**config.mk**
```make
export PLATFORM = sky130hd
export DESIGN_NAME = msx_slot_initiator
export DESIGN_NICKNAME = d
export VERILOG_FILES = /design/src/rtl/msx_slot_initiator.sv
export SDC_FILE = /design/constraint.sdc
export NUM_CORES = 1
export LEC_CHECK = 0
export CAP_MARGIN = 20
export CORE_MARGIN = 5
export CORE_UTILIZATION = 30
export DETAILED_ROUTE_END_ITERATION = 10
export PLACE_DENSITY = 0.58
export SLEW_MARGIN = 10
export SYNTH_ARGS = -nofsm -noshare
export SYNTH_HDL_FRONTEND = slang
export SYNTH_SLANG_ARGS = --single-unit
```
**constraint.sdc**
```tcl
create_clock -name clk -period 2 [get_ports clk]
set_clock_uncertainty 0.05 [all_clocks]
set_input_delay 0.6 -clock clk [delete_from_list [all_inputs] [get_ports clk]]
set_output_delay 0.6 -clock clk [all_outputs]
set_load 0.005 [all_outputs]
```
**src/rtl/msx_slot_initiator.sv**
```systemverilog
// MSX cartridge slot bus initiator.
// Turns single request/response transfers into MSX slot bus cycles built from
// SETUP, STROBE and HOLD phases. The responder may stretch the strobe with
// slot_wait, and a wait budget forces completion if it never lets go.
module msx_slot_initiator #(
  parameter int SETUP_CYC  = 2,
  parameter int STROBE_CYC = 3,
  parameter int HOLD_CYC   = 1,
  parameter int WAIT_MAX   = 255
) (
  input  logic        clk,
  input  logic        reset_n,
  input  logic        req_valid,
  output logic        req_ready,
  input  logic        req_mem,
  input  logic        req_wr,
  input  logic [15:0] req_addr,
  input  logic [7:0]  req_wdata,
  output logic        rsp_valid,
  output logic [7:0]  rsp_rdata,
  output logic        rsp_timeout,
  output logic [15:0] slot_a,
  output logic [7:0]  slot_d_out,
  output logic        slot_d_oe,
  input  logic [7:0]  slot_d_in,
  output logic        slot_sltsl_n,
  output logic        slot_mereq_n,
  output logic        slot_ioreq_n,
  output logic        slot_rd_n,
  output logic        slot_wr_n,
  input  logic        slot_wait
);

  typedef enum logic [1:0] {IDLE, SETUP, STROBE, HOLD} state_t;

  // Terminal counts for the shared phase counter and the wait budget.
  localparam logic [7:0] SETUP_LAST  = 8'(SETUP_CYC - 1);
  localparam logic [7:0] STROBE_LAST = 8'(STROBE_CYC - 1);
  localparam logic [7:0] HOLD_LAST   = 8'(HOLD_CYC - 1);
  localparam logic [7:0] WAIT_LIM    = 8'(WAIT_MAX);

  state_t     state_reg, state_next;
  logic [7:0] cnt_reg, cnt_next;
  logic [7:0] wait_reg, wait_next;
  logic       mem_reg, wr_reg, timeout_reg;
  logic       accept, strobe_done, timed_out, sel;

  // State and counter registers; an asynchronous reset drops straight to IDLE.
  always_ff @(posedge clk or negedge reset_n) begin
    if (!reset_n) begin
      state_reg <= IDLE;
      cnt_reg   <= 8'd0;
      wait_reg  <= 8'd0;
    end else begin
      state_reg <= state_next;
      cnt_reg   <= cnt_next;
      wait_reg  <= wait_next;
    end
  end

  // Next-state logic plus the bus controls, which decode directly from the
  // state so that a reset releases the bus in the same cycle.
  always_comb begin
    state_next  = state_reg;
    cnt_next    = cnt_reg;
    wait_next   = wait_reg;
    accept      = 1'b0;
    strobe_done = 1'b0;
    timed_out   = 1'b0;
    case (state_reg)
      IDLE: begin
        if (req_valid) begin
          accept     = 1'b1;
          state_next = SETUP;
          cnt_next   = 8'd0;
          wait_next  = 8'd0;
        end
      end
      SETUP: begin
        if (cnt_reg == SETUP_LAST) begin
          state_next = STROBE;
          cnt_next   = 8'd0;
        end else begin
          cnt_next = cnt_reg + 8'd1;
        end
      end
      STROBE: begin
        // Wait cycles are excluded from the strobe count but consume budget.
        if (slot_wait) begin
          wait_next = wait_reg + 8'd1;
          if (wait_next == WAIT_LIM) begin
            timed_out   = 1'b1;
            strobe_done = 1'b1;
            state_next  = HOLD;
            cnt_next    = 8'd0;
          end
        end else if (cnt_reg == STROBE_LAST) begin
          strobe_done = 1'b1;
          state_next  = HOLD;
          cnt_next    = 8'd0;
        end else begin
          cnt_next = cnt_reg + 8'd1;
        end
      end
      HOLD: begin
        if (cnt_reg == HOLD_LAST) begin
          state_next = IDLE;
          cnt_next   = 8'd0;
        end else begin
          cnt_next = cnt_reg + 8'd1;
        end
      end
      default: begin
        state_next = IDLE;
        cnt_next   = 8'd0;
      end
    endcase

    sel          = (state_reg == SETUP) || (state_reg == STROBE);
    req_ready    = (state_reg == IDLE);
    rsp_valid    = (state_reg == HOLD) && (cnt_reg == 8'd0);
    rsp_timeout  = rsp_valid && timeout_reg;
    slot_sltsl_n = !(sel && mem_reg);
    slot_mereq_n = !(sel && mem_reg);
    slot_ioreq_n = !(sel && !mem_reg);
    slot_rd_n    = !((state_reg == STROBE) && !wr_reg);
    slot_wr_n    = !((state_reg == STROBE) && wr_reg);
    slot_d_oe    = (state_reg != IDLE) && wr_reg;
  end

  // Request latch at acceptance; read data and timeout flag at strobe end.
  always_ff @(posedge clk or negedge reset_n) begin
    if (!reset_n) begin
      mem_reg     <= 1'b0;
      wr_reg      <= 1'b0;
      timeout_reg <= 1'b0;
      slot_a      <= 16'h0000;
      slot_d_out  <= 8'h00;
      rsp_rdata   <= 8'h00;
    end else begin
      if (accept) begin
        mem_reg     <= req_mem;
        wr_reg      <= req_wr;
        timeout_reg <= 1'b0;
        slot_a      <= req_addr;
        slot_d_out  <= req_wdata;
      end
      if (strobe_done) begin
        timeout_reg <= timed_out;
        if (!wr_reg) begin
          rsp_rdata <= slot_d_in;
        end
      end
    end
  end

endmodule
```
==> results.md <==
* Register area at 0.00133 sq mm
* Fin crit period at 2.56 ns
* H-Tree Depth at 2
* Most common cell in the netlist: dfrtp_1
* CTS Buf Count at 5
* Count of final max-slew check failures at 0
* Global-route wire length before repair at 11,000 microns
* Hold_ws at 0.226 ns
* Failing checks: negative setup slack
* Area growth, synth to finish at 60.5%
* Clk sink count at 53
* NetSw at 1.64 mW
* Multi-input logic area at 0.00135 sq mm
* Logic pwr share at 0.558
* Pre-CTS setup slack at -0.576 ns
* Endpoint class of the critical path: output pin
* Clk_lat worst skew at 0.31 ns
* Number of setup violations in the final report at 13
* Mapped Area at 0.00259 sq mm
* Remaining Overflow, GRT at 0
* Period utilization at 1.28
* Max reg flops at 16
* VDD IR max at 607 uV
* Setup TNS at -5.78 ns
* Fin worst setup slack at -0.555 ns
* Worst slew pin tran at 0.403 ns
* Drt first-iter violations at 82
* Req. time, crit path at 1.35 ns
* RSZ-0062 raised after global routing: yes
* Synth top area cells: dfrtp_1 (51%), mux2_2 (15%), ha_1 (4.8%)
* Largest net degree at the start of global routing at 54
* Die width at 103 microns
* Max Clock Freq at 391 MHz
* Initial Utilization at 0.303
* Yosys reg bits at 53
* Post-synthesis average cell area at 11.7 sq um
* WS Path Type: flip-flop to output pin
* Crit path DAT at 1.91 ns
* Tot Pwr at 4.99 mW
* P_leak at 1.83 nW
* Yosys cell types at 39
* CP Max Fanout at 2
* Hold Path Class: primary input to asynchronous set/reset pin
* Status: complete, but fails checks
* Syn Inst Count at 222
* Synthesis Warnings at 0
* Synth area leader: dfrtp_1
* Pint at 3.35 mW
* Clock Pin Slew Worst Setup and Hold Paths at 0.11 ns
* Clock Tree Buf Depth at 2
* Via count of the routed design at 2,161
* Clk Tree Root Cell: clkbuf_8
* Drt pass-1 iters at 4
* Commonest cells in the netlist: dfrtp_1 (53), mux2_2 (34), inv_1 (15), nand2_1 (15), nand3_1 (11)
* Register area share after synthesis at 0.512
* Vias in the first global route at 2,241
* Full die area at 0.0106 sq mm
* Gpl congestion at 0.813
* Die height at 103 microns
* Top cell type's share of synthesized area at 0.512
* Power density cells at 1200 mW/mm^2
* Post-route cell area at 0.00416 sq mm
* DP Area at 0.00379 sq mm
* Nets at 398
* Final routed DRC violation total at 0
* Clock network power share at 0.126
* Initial antenna violation count at 0
* Diodes inserted at 0
* Sequential Power Share at 0.316
* CORE AREA at 0.00855 sq mm
* CP Launch Type: flip-flop
* Mapped Nets at 270
* DP Wirelength at 4820 microns
* Largest register by flop count: slot_a
* Row count at 34
* Input/output buffers at 78
* Number of flops mapped to enable cells by yosys at 0
* Overall Global Routing Usage at 0.128
* Fillers at 792
* Post-DRT Antenna Nets at 0
* Share of layout cells above drive strength 1 at 0.370
* Ys async rst share at 1.00
* Via density at 4.71
* Slew headroom at 0.729
* Per-cell routed wire length at 14.7 microns
* Final hold vios at 0
* Boundary Pins at 79
* Max cap viols at 0
* Final WL at 6750 microns
* Switching fraction of total power at 0.329
* Post-synth top flop: dfrtp_1
* CTS tree: done
worst max-delay path, stage by stage (launching register included):
cell	delay (ns)
dfrtp_1	0.39
or4_4	0.55
nor3_4	0.15
and3_4	0.21
buf_6	0.09
and2_4	0.12
buf_6	0.08
timing repair:
action / in CTS / in global routing
gates resized for setup: 51 / 27
endpoints found under the setup margin: 26 / 31
pin swaps: 8 / 9
hold buffers: 0 / 0
buffers inserted: 8 / 5
layout make-up:
type,count,area share
clock buffer,5,0.0166
clock inverter,3,0.00512
inverter,15,0.0141
multi-input combinational,147,0.325
sequential,53,0.320
tap,108,0.0325
timing repair buffer,128,0.287
cell families (layout without fill, tap and decap cells):
logic type / after synthesis / in the layout / share of synthesized area
fa+ha+maj: 10 / 10 / 0.0483
xor+xnor: 3 / 3 / 0.0101
buf+inv: 22 / 151 / 0.0333
flops: 53 / 53 / 0.512
simple gates: 58 / 58 / 0.118
compound gates: 37 / 37 / 0.111
mux: 39 / 39 / 0.168
power groups by stage:
stage | clock network [mW] | logic, mW | registers, mW
after floorplan | 0 | 1.01 | 1.61
after global placement | 0 | 2.35 | 1.58
after detailed placement | 0 | 2.36 | 1.60
after CTS | 0.655 | 2.57 | 1.57
after global routing | 0.684 | 3.01 | 1.62
final | 0.627 | 2.79 | 1.58
final timing paths:
path | from | end | slack (ns) | cells past startpoint
min | reset_n | slot_d_out[2]$_DFFE_PN0P_ | 0.23 | 2
max reg2reg | cnt_reg[3]$_DFFE_PN0P_ | state_reg[1]$_DFFE_PN0P_ | -0.54 | 8
max in group asynchronous | reset_n | wait_reg[1]$_DFFE_PN0P_ | 1.42 | 2
min in group clk | slot_a[0]$_DFFE_PN0P_ | slot_a[0]$_DFFE_PN0P_ | 0.47 | 1
min reg2reg | slot_a[0]$_DFFE_PN0P_ | slot_a[0]$_DFFE_PN0P_ | 0.47 | 1
max | cnt_reg[3]$_DFFE_PN0P_ | rsp_timeout | -0.56 | 6
layer usage:
layer  up-vias  routed length [microns]  GRT usage
met4         0                       58     0.0269
met2        51                     3180      0.205
met3         6                      442     0.0413
li1       1059                        -          -
met5         -                        0          0
met1      1045                     3070      0.171
layout by cell type, fill, tap and decap left out, types with 3 or more instances in the layout:
cell type and n:
inv_1 13, a221oi_2 4, clkdlybuf4s50_1 68, nand2_1 14, o41ai_4 3, nor3_1 3, ha_1 7, buf_2 3
o21ai_0 7, dfrtp_1 51, buf_4 41, buf_6 11, mux2_2 33, o21ai_1 4, o22ai_1 3, clkbuf_8 5
a21oi_1 3, nand4_1 5, mux2i_1 4, nand3_1 10, nor2b_1 5, nor2_1 5
per-stage QoR:
| stage | utilization | cells |
|---|---|---|
| floorplan | - | 222 |
| global placement | 0.444 | 439 |
| detailed placement | 0.444 | 439 |
| CTS | 0.470 | 454 |
| global route | 0.486 | 459 |
| finish | 0.486 | 459 |
No activity file was read; power rests on OpenSTA's default activity.
